$ cat src/rtl/sim_uart_tx_driver_if.sv
`default_nettype none
// ============================================================================
// Module      : sim_uart_tx_driver_if
// Description : Byte push handshake between a stimulus source and the
//               bench-side UART transmit driver.
// Revision    : 1.0 - initial release
// ============================================================================
interface sim_uart_tx_driver_if;
  logic       wr_valid_i;
  logic [7:0] wr_data_i;
  logic       wr_ready_o;

  // Stimulus source side
  modport master (
    output wr_valid_i,
    output wr_data_i,
    input  wr_ready_o
  );

  // Driver side
  modport slave (
    input  wr_valid_i,
    input  wr_data_i,
    output wr_ready_o
  );
endinterface
`default_nettype wire

$ cat src/rtl/sim_uart_tx_driver.sv
`default_nettype none
// ============================================================================
// Module      : sim_uart_tx_driver
// Description : Bench-side UART transmitter. Buffers pushed bytes in a FIFO
//               and serialises them 8N1/8N2 onto a registered, idle-high line.
//               Define SIM_UART_TX_PARITY_EN to insert an even parity bit
//               (8E1/8E2 frames).
// Revision    : 1.0 - initial release
// ============================================================================
module sim_uart_tx_driver #(
  parameter  int FREQ      = 500_000,
  parameter  int BAUD      = 7_200,
  parameter  int DEPTH     = 16,
  parameter  int STOP_BITS = 1,
  localparam int c_DEPTH_W = $clog2(DEPTH + 1)
) (
  input  wire logic                 clk_i,
  input  wire logic                 rst_ni,
  sim_uart_tx_driver_if.slave       wr_if,
  output logic                      tx_o,
  output logic                      busy_o,
  output logic [c_DEPTH_W-1:0]      fifo_depth_o,
  output logic [31:0]               frames_sent_o
);

  localparam int c_CLKS_PER_BIT = FREQ / BAUD;
  localparam int c_TMR_W        = (c_CLKS_PER_BIT > 2) ? $clog2(c_CLKS_PER_BIT) : 1;
  localparam int c_PTR_W        = (DEPTH > 2) ? $clog2(DEPTH) : 1;
  localparam logic [c_TMR_W-1:0] c_TMR_LOAD = c_TMR_W'(c_CLKS_PER_BIT - 1);

  // Parameter sanity checks at elaboration
  if (c_CLKS_PER_BIT < 2) begin : g_err_clks_per_bit
    $error("sim_uart_tx_driver: FREQ/BAUD must be at least 2");
  end
  if ((STOP_BITS != 1) && (STOP_BITS != 2)) begin : g_err_stop_bits
    $error("sim_uart_tx_driver: STOP_BITS must be 1 or 2");
  end
  if ((DEPTH < 2) || ((DEPTH & (DEPTH - 1)) != 0)) begin : g_err_depth
    $error("sim_uart_tx_driver: DEPTH must be a power of two >= 2");
  end

  typedef enum logic [2:0] {
    ST_IDLE   = 3'd0,
    ST_START  = 3'd1,
    ST_DATA   = 3'd2,
    ST_STOP   = 3'd3
`ifdef SIM_UART_TX_PARITY_EN
    , ST_PARITY = 3'd4
`endif
  } state_t;

  // FIFO storage and bookkeeping
  logic [7:0]           r_mem [DEPTH];
  logic [c_PTR_W-1:0]   r_wptr;
  logic [c_PTR_W-1:0]   r_rptr;
  logic [c_DEPTH_W-1:0] r_count;
  logic                 w_full;
  logic                 w_empty;
  logic                 w_push;
  logic                 w_pop;
  logic [7:0]           w_head;

  // Serialiser state
  state_t               r_state;
  logic [c_TMR_W-1:0]   r_timer;
  logic [2:0]           r_bit_idx;
  logic                 r_stop_idx;
  logic [7:0]           r_shift;
  logic                 r_tx;
  logic [31:0]          r_frames;
`ifdef SIM_UART_TX_PARITY_EN
  logic                 r_parity;
`endif
  logic                 w_bit_done;
  logic                 w_last_stop;

  // Full is judged on the registered occupancy only, so a same-cycle pop
  // never lets a full FIFO accept.
  assign w_full     = (r_count == c_DEPTH_W'(DEPTH));
  assign w_empty    = (r_count == '0);
  assign w_push     = wr_if.wr_valid_i & ~w_full;
  assign w_head     = r_mem[r_rptr];
  assign w_bit_done = (r_timer == '0);
  assign w_last_stop = (r_state == ST_STOP) && w_bit_done &&
                       (r_stop_idx == 1'(STOP_BITS - 1));
  // Head byte leaves the FIFO when a new frame starts: from idle, or
  // back-to-back at the end of the final stop bit.
  assign w_pop      = ~w_empty & ((r_state == ST_IDLE) | w_last_stop);

  assign wr_if.wr_ready_o = ~w_full;
  assign tx_o             = r_tx;
  assign busy_o           = (r_state != ST_IDLE) | ~w_empty;
  assign fifo_depth_o     = r_count;
  assign frames_sent_o    = r_frames;

  // FIFO data array write port
  always_ff @(posedge clk_i) begin
    if (w_push) begin
      r_mem[r_wptr] <= wr_if.wr_data_i;
    end
  end

  // FIFO pointers and occupancy; push and pop together leave occupancy alone
  always_ff @(posedge clk_i or negedge rst_ni) begin
    if (!rst_ni) begin
      r_wptr  <= '0;
      r_rptr  <= '0;
      r_count <= '0;
    end else begin
      if (w_push) begin
        r_wptr <= r_wptr + c_PTR_W'(1);
      end
      if (w_pop) begin
        r_rptr <= r_rptr + c_PTR_W'(1);
      end
      case ({w_push, w_pop})
        2'b10:   r_count <= r_count + c_DEPTH_W'(1);
        2'b01:   r_count <= r_count - c_DEPTH_W'(1);
        default: r_count <= r_count;
      endcase
    end
  end

  // Frame FSM; the line register follows the state one cycle behind
  always_ff @(posedge clk_i or negedge rst_ni) begin
    if (!rst_ni) begin
      r_state    <= ST_IDLE;
      r_timer    <= '0;
      r_bit_idx  <= '0;
      r_stop_idx <= 1'b0;
      r_shift    <= '0;
      r_tx       <= 1'b1;
      r_frames   <= '0;
`ifdef SIM_UART_TX_PARITY_EN
      r_parity   <= 1'b0;
`endif
    end else begin
      case (r_state)
        ST_IDLE: begin
          r_tx <= 1'b1;
          if (w_pop) begin
            r_state <= ST_START;
            r_timer <= c_TMR_LOAD;
            r_shift <= w_head;
`ifdef SIM_UART_TX_PARITY_EN
            r_parity <= ^w_head;
`endif
          end
        end

        ST_START: begin
          r_tx <= 1'b0;
          if (w_bit_done) begin
            r_state   <= ST_DATA;
            r_timer   <= c_TMR_LOAD;
            r_bit_idx <= '0;
          end else begin
            r_timer <= r_timer - c_TMR_W'(1);
          end
        end

        ST_DATA: begin
          r_tx <= r_shift[0];
          if (w_bit_done) begin
            r_timer <= c_TMR_LOAD;
            r_shift <= {1'b0, r_shift[7:1]};
            if (r_bit_idx == 3'd7) begin
`ifdef SIM_UART_TX_PARITY_EN
              r_state <= ST_PARITY;
`else
              r_state <= ST_STOP;
`endif
              r_stop_idx <= 1'b0;
            end else begin
              r_bit_idx <= r_bit_idx + 3'd1;
            end
          end else begin
            r_timer <= r_timer - c_TMR_W'(1);
          end
        end

`ifdef SIM_UART_TX_PARITY_EN
        ST_PARITY: begin
          r_tx <= r_parity;
          if (w_bit_done) begin
            r_state    <= ST_STOP;
            r_timer    <= c_TMR_LOAD;
            r_stop_idx <= 1'b0;
          end else begin
            r_timer <= r_timer - c_TMR_W'(1);
          end
        end
`endif

        ST_STOP: begin
          r_tx <= 1'b1;
          if (w_bit_done) begin
            r_timer <= c_TMR_LOAD;
            if (w_last_stop) begin
              r_frames <= r_frames + 32'd1;
              if (w_pop) begin
                r_state <= ST_START;
                r_shift <= w_head;
`ifdef SIM_UART_TX_PARITY_EN
                r_parity <= ^w_head;
`endif
              end else begin
                r_state <= ST_IDLE;
              end
            end else begin
              r_stop_idx <= 1'b1;
            end
          end else begin
            r_timer <= r_timer - c_TMR_W'(1);
          end
        end

        default: begin
          r_state <= ST_IDLE;
          r_tx    <= 1'b1;
        end
      endcase
    end
  end

endmodule
`default_nettype wire

$ cat src/flat_wrapper.sv
// flat-port wrapper written by rule: the top's interface ports become plain ports
module sim_uart_tx_driver_flat 
#(
  parameter  int FREQ      = 500_000,
  parameter  int BAUD      = 7_200,
  parameter  int DEPTH     = 16,
  parameter  int STOP_BITS = 1,
  localparam int c_DEPTH_W = $clog2(DEPTH + 1)
)
  (clk_i, rst_ni, tx_o, busy_o, fifo_depth_o, frames_sent_o, wr_if_wr_valid_i, wr_if_wr_data_i, wr_if_wr_ready_o);
  sim_uart_tx_driver_if wr_if_i ();
  input  wire logic clk_i;
  input  wire logic rst_ni;
  output logic tx_o;
  output logic busy_o;
  output logic [c_DEPTH_W-1:0] fifo_depth_o;
  output logic [31:0] frames_sent_o;
  input wire logic [$bits(wr_if_i.wr_valid_i)-1:0] wr_if_wr_valid_i;
  input wire logic [$bits(wr_if_i.wr_data_i)-1:0] wr_if_wr_data_i;
  output wire logic [$bits(wr_if_i.wr_ready_o)-1:0] wr_if_wr_ready_o;
  assign wr_if_i.wr_valid_i = wr_if_wr_valid_i;
  assign wr_if_i.wr_data_i = wr_if_wr_data_i;
  assign wr_if_wr_ready_o = wr_if_i.wr_ready_o;
  sim_uart_tx_driver #(.FREQ(FREQ), .BAUD(BAUD), .DEPTH(DEPTH), .STOP_BITS(STOP_BITS)) u_core (.clk_i(clk_i), .rst_ni(rst_ni), .wr_if(wr_if_i), .tx_o(tx_o), .busy_o(busy_o), .fifo_depth_o(fifo_depth_o), .frames_sent_o(frames_sent_o));
endmodule
$ cat config.mk
export PLATFORM = sky130hd
export DESIGN_NAME = sim_uart_tx_driver_flat
export DESIGN_NICKNAME = d
export VERILOG_FILES = /design/src/rtl/sim_uart_tx_driver_if.sv /design/src/rtl/sim_uart_tx_driver.sv /design/src/flat_wrapper.sv
export SDC_FILE = /design/constraint.sdc
export NUM_CORES = 1
export LEC_CHECK = 0
export CAP_MARGIN = 20
export CORE_MARGIN = 1.5
export CORE_UTILIZATION = 64
export DETAILED_ROUTE_END_ITERATION = 16
export PLACE_DENSITY = 0.87
export SETUP_SLACK_MARGIN = 0.5
export SLEW_MARGIN = 30
export SYNTH_ARGS = -nofsm -noshare
export SYNTH_HDL_FRONTEND = slang
export SYNTH_SLANG_ARGS = --single-unit
$ cat constraint.sdc
create_clock -name clk_i -period 8 [get_ports clk_i]
set_input_delay 1.6 -clock clk_i [delete_from_list [all_inputs] [get_ports clk_i]]
set_output_delay 1.6 -clock clk_i [all_outputs]
set_load 0.1 [all_outputs]
==> results of run 1 <==
-- cell families after synthesis --
kind of cell    share of synthesized area [%]
simple gates                            8.787
flops                                   66.40
mux                                     11.75
xor+xnor                                5.161
buf+inv                                 1.745
compound gates                          3.446
fa+ha+maj                               2.708
-- area by class of cell --
type,instances,area [µm²]
inverter,18,67.56
clock buffer,17,425.4
sequential,195,5525
timing repair buffer,53,530.5
clock inverter,15,275.3
multi-input combinational,291,2673
fill,740,2959
tap,172,215.2
-- worst max path at each step --
stage                                     to  slack (ns)
after floorplan                       busy_o        4.02
after global placement    u_core.r_mem[1][0]        3.77
after detailed placement  u_core.r_mem[3][3]        3.51
after CTS                             busy_o        3.37
after global routing                  busy_o        3.25
final                                 busy_o        3.38
-- flip-flops by register name, summed over array words and instances, names as in the netlist --
| register | cells |
|---|---|
| u_core.r_stop_idx | 1 |
| u_core.r_shift | 8 |
| u_core.r_timer | 7 |
| u_core.r_state | 2 |
| u_core.frames_sent_o | 32 |
| u_core.r_bit_idx | 3 |
| u_core.r_mem | 128 |
| u_core.tx_o | 1 |
| u_core.r_wptr | 4 |
| u_core.fifo_depth_o | 5 |
| u_core.r_rptr | 4 |
-- through the flow --
step | util, % | hold slack (ns) | power (µW) | instances
floorplan | - | 0.4563 | 2214 | 521
CTS | 76.30 | 0.4889 | 3505 | 760
detailed placement | 70.77 | 0.4798 | 2505 | 728
global route | 76.65 | 0.5032 | 3646 | 761
global placement | 70.75 | 0.4579 | 2439 | 728
finish | 76.65 | 0.4806 | 3497 | 761
-- cells in the final DEF, fill, tap and decap left out, drive strengths merged, types with 7 or more instances in the layout --
cell           count
o21ai             12
xnor2             33
nand2             31
xor2              16
bufinv             7
nor3              18
inv               22
nor4               7
ha                18
mux4              40
edfxtp           128
a221oi             7
clkdlybuf4s50     49
clkbuf            17
nand4              9
dfrtp             66
nor2              35
nand3             14
-- worst max-delay path: stages (launching register included) --
cell	delay, ns
dfrtp_1	0.44
or4_1	0.61
nor2_1	0.35
nand2_1	0.19
clkdlybuf4s50_1	1.00
-- metal layers --
layer  global-route usage [%]  wire length (µm)
met5                        0                 0
met4                    10.12               335
met3                    4.789               861
met2                    47.52              8897
met1                    34.08              6576
-- power breakdown --
part / total, µW / leakage, µW / internal [µW] / switching, µW
registers: 1420 / 0.00202 / 1230 / 187
clock network: 988 / 0.000339 / 623 / 366
logic: 1090 / 0.00124 / 474 / 617
total: 3500 / 0.00360 / 2330 / 1170
==> metrics.cfg, run 1 <==
[status]
result_of_the_run=completed

[logic_synthesis]
ys_top_cells_by_area=edfxtp_1 (46%), dfrtp_1 (20%), mux4_2 (11%)
post_synth_inst_count=521
synth_flop_cell=edfxtp_1
netlist-cell-type-count=48
postSynthNetCount=550
synthMostInstantiatedCell=edfxtp_1
synth.top_cells.by_count=edfxtp_1 (128), dfrtp_1 (66), mux4_2 (40)
synth_edf_count=128
syn_std_cell_area_um2=8315
ys_warn_count=0
seq_area_frac_synth_pct=66.40
syn_area_per_cell_um2=15.96
yosys_register_bits=195
synthDominantAreaCellType=edfxtp_1
async_reset_ff_share_pct=34.36
synth_top_area_share_pct=46.22

[sta]
finalWorstSetupSlack_ns=3.377
fin_tns_setup_ns=0
finish_stage_setup_viols=0
worst_slew_pin_slew_ns=0.9814
min_period_ns=4.623
achievable-frequency_ghz=0.2163
finalClockSkew_ns=0.006859
grt_setup_unrepaired=false
timing.max_slew.rel_slack_pct=34.07
period_share_pct=57.79
hold_viol_final=0
final_number_of_max_transition_violations=0

[cts]
clk_pin_slew_worst_paths_ns=0.07
ctsResizeCount=0
worstSkewPairLatency_ns=0.43
clock_tree.buffer_depth=2
cts-htree-levels=4
clkSinkCount=195
cts.repair_timing.setup_buffer_count=0
holdBufCountCts=0
clk_root_buffer_cell=clkbuf_16
tritoncts.num_buffers=17
tritoncts=yes

[floorplan]
die-area_um2=13690
fp.dieW_um=117.0
floorplan.die.height_um=117.0
ios=51
core.rowCount=41
floorplan.core_area_um2=12670
start_util_pct=65.63

[critical_path]
rr_startpoint=u_core.r_timer[0]
setup.worst_path.end_class=primary output
r2r-end=u_core.fifo_depth_o[4]
criticalPathCategory=flip-flop to primary output
worstSetupStartpoint=u_core.fifo_depth_o[0]
sort_of_element_at_the_start_of_the_critical_path=flip-flop
cp_data_arrival_time_ns=3.02
crit_fanout=6
slack_of_the_worst_reg_to_reg_path_ns=4.54
worstRegToRegCells=12
worst_ep_required_time_ns=6.40

[global_routing]
grt_first_pass_wirelength_mm=26.37
global_route.overflow_total=0
antenna_found_initial=1
via_count_of_the_first_global_routing_pass=4873
pin_count_of_the_biggest_net_entering_global_routing=68
groute.usage.overall_pct=27.03

[detailed_routing]
route.vias.total=4744
drt.antenna.violating_nets=0
first_pass_iters=5
detail_route.wl_per_cell_um=21.91
detail_route.vias_per_cell=6.234
finalWirelength_mm=16.67
drt_first_iter_violations=328
remaining_drc_errors=0

[placement]
pre_cts_ws_ns=3.510
place_hpwl_mm=11.07
portBuffers=50
placedInstanceArea_um2=8967
routabilityCongestion=0.8238

[finish]
fin_nets=605
final_cell_area_um2=9712
syn_to_final_growth_pct=16.79
drive_above_1_share_pct=16.81
diodes=0

[power]
peakVddDrop_v=0.0002465
pwr_density_cell_nw_per_um2=360.1
leak_pwr_uw=0.003596

[hold_path]
min_delay_path_depth=1
hold_path_end=u_core.frames_sent_o[31]
worstHoldStart=u_core.frames_sent_o[31]
class_of_the_tightest_hold_or_removal_check=flip-flop to flip-flop

[run]
drv.max_cap_violation_count=0

Power figures use the tool's default switching activity.
==> run 2: changes to the inputs <==
--- a/config.mk
+++ b/config.mk
@@ -7,9 +7,9 @@
 export LEC_CHECK = 0
 export CAP_MARGIN = 20
 export CORE_MARGIN = 1.5
-export CORE_UTILIZATION = 64
+export CORE_UTILIZATION = 53
 export DETAILED_ROUTE_END_ITERATION = 16
-export PLACE_DENSITY = 0.87
+export PLACE_DENSITY = 0.77
 export SETUP_SLACK_MARGIN = 0.5
 export SLEW_MARGIN = 30
 export SYNTH_ARGS = -nofsm -noshare
==> constraint.sdc (replaced) <==
create_clock -name clk_i -period 4 [get_ports clk_i]
set_input_delay 0.8 -clock clk_i [delete_from_list [all_inputs] [get_ports clk_i]]
set_output_delay 0.8 -clock clk_i [all_outputs]
set_load 0.1 [all_outputs]
==> run 2 against run 1 <==
- cell count increased by 5.9%
- via count decreased by 1.7%
- non-clock buffer count rose by 6
- cell area shrank 0.15%
- die area is 20% higher
- register-to-register slack lost 3.7 ns
- first-iteration DRC count is 6.4% higher
- sequential share of layout area grew 0.062 points
- wire length down 7.9%
==> metrics.cfg, run 2 (synthesis gave the netlist of run 1 again) <==
[sta]
achievable-frequency_ghz=0.3100
finalClockSkew_ns=0.008195
finalWorstSetupSlack_ns=0.7742
final_number_of_max_transition_violations=0
min_period_ns=3.226
worst_slew_pin_slew_ns=0.9718
period_share_pct=80.65
hold_viol_final=0
fin_worst_hold_slack_ns=0.3348
grt_setup_unrepaired=false
timing.max_slew.rel_slack_pct=35.01
fin_tns_setup_ns=0
finish_stage_setup_viols=0

[cts]
clkSinkCount=195
holdBufCountCts=0
tritoncts.num_buffers=17
clock_tree.buffer_depth=2
cts-htree-levels=4
clk_root_buffer_cell=clkbuf_16
worstSkewPairLatency_ns=0.44
clk_pin_slew_worst_paths_ns=0.07
tritoncts=yes

[finish]
fill_cells=1083
mostFrequentLayoutCell=edfxtp_1
final_cell_area_um2=9697
drive_above_1_share_pct=17.48
diodes=0
registers.top_by_ff_count=u_core.r_mem
leading_cell_types_in_the_layout_fill_and_taps_excluded=edfxtp_1 (128), dfrtp_1 (65), clkdlybuf4s50_1 (48)
syn_to_final_growth_pct=16.61
largest_register_ff_count=128
fin_nets=611

[critical_path]
crit_fanout=6
biggest_cell_delay_along_the_critical_path_ns=0.62
worst_path_cell_trace=or4_1 > nor2_1 > nand2_1 > buf_4
setup.worst_path.end_class=primary output
slowest_stage=or4_1
cp_data_arrival_time_ns=2.43
rr_startpoint=u_core.r_timer[0]
worst_ep_required_time_ns=3.20
worstSetupStartpoint=u_core.fifo_depth_o[0]
sort_of_element_at_the_start_of_the_critical_path=flip-flop
criticalPathCategory=flip-flop to primary output

[floorplan]
core.rowCount=45
floorplan.die.height_um=128.3
floorplan.core_area_um2=15260
ios=51
start_util_pct=54.50
die-area_um2=16450
fp.dieW_um=128.3

[global_routing]
grt_first_pass_wirelength_mm=25.31
via_count_of_the_first_global_routing_pass=4716
antenna_found_initial=0
groute.usage.overall_pct=20.46
global_route.overflow_total=0
pin_count_of_the_biggest_net_entering_global_routing=43

[detailed_routing]
drt_first_iter_violations=349
detail_route.wl_per_cell_um=19.04
detail_route.vias_per_cell=5.785
drt.antenna.violating_nets=0
route.vias.total=4663
remaining_drc_errors=0
first_pass_iters=4
finalWirelength_mm=15.35

[power]
pwr_density_cell_nw_per_um2=692.8
peakVddDrop_v=0.0003905
leak_pwr_uw=0.003580

[run]
drv.max_cap_violation_count=0

[placement]
place_hpwl_mm=10.14
pre_cts_ws_ns=0.6867
routabilityCongestion=0.8162
placedInstanceArea_um2=9064
portBuffers=50

[hold_path]
class_of_the_tightest_hold_or_removal_check=input port to async pin

[status]
result_of_the_run=completed

run 2: cell count changes in the layout (fill, tap and decap cells not counted), moves of 3 or more:
cell | previous run | this run
inv_8 | 2 | 5
buf_4 | 2 | 11
nor3_1 | 14 | 17
nor3_2 | 4 | 1
bufinv_16 | 7 | 2
run 2: what timing repair did:
item / CTS / global route
setup endpoints to repair: 0 / 2
setup buffers: 0 / 0
gates resized for setup: 0 / 2
run 2: final timing paths:
check	endpoint	slack [ns]	depth (start not counted)
setup / recovery	busy_o	0.77	4
hold / removal	u_core.frames_sent_o[2]	0.33	1
setup reg to reg	u_core.fifo_depth_o[4]	0.82	12
hold reg to reg	u_core.frames_sent_o[31]	0.48	1
max in group asynchronous	u_core.r_rptr[0]	2.89	2
min in group clk_i	u_core.frames_sent_o[31]	0.48	1
run 2: worst max-delay path: cells and delay by family, from the launching register on:
family / cells / cell delay (ns)
buf+inv: 1 / 0.29
flops: 1 / 0.45
simple gates: 3 / 1.26
run 2: final cells by class:
| class | count | area [µm²] | area share, % |
|---|---|---|---|
| clock inverters | 15 | 188.9 | 1.948 |
| flip-flops and latches | 195 | 5523 | 56.95 |
| inverters | 18 | 67.56 | 0.6968 |
| multi-input cells | 291 | 2665 | 27.48 |
| well taps | 211 | 264.0 | 2.723 |
| repair buffers | 59 | 563.0 | 5.806 |
| clock buffers | 17 | 425.4 | 4.387 |
run 2: per-layer routing:
| layer | vias up | track usage [%] | wire length, µm |
|---|---|---|---|
| met5 | - | 0 | 0 |
| met2 | 121 | 34.19 | 7825 |
| li1 | 2113 | - | - |
| met3 | 17 | 4.716 | 717 |
| met4 | 0 | 6.477 | 167 |
| met1 | 2412 | 26.88 | 6638 |
run 2: metrics by stage:
step / utilization (%) / instances / total power, µW
4_1_cts: 63.43 / 806 / 6755
2_1_floorplan: - / 521 / 4427
3_3_place_gp: 59.40 / 774 / 4888
3_5_place_dp: 59.40 / 774 / 4993
5_1_grt: 63.55 / 806 / 7063
6_report: 63.55 / 806 / 6718
run 2: power breakdown:
group          switching (µW)  internal (µW)  total (µW)
Clock                     809            954        1760
Combinational            1280            966        2240
Sequential                252           2460        2710
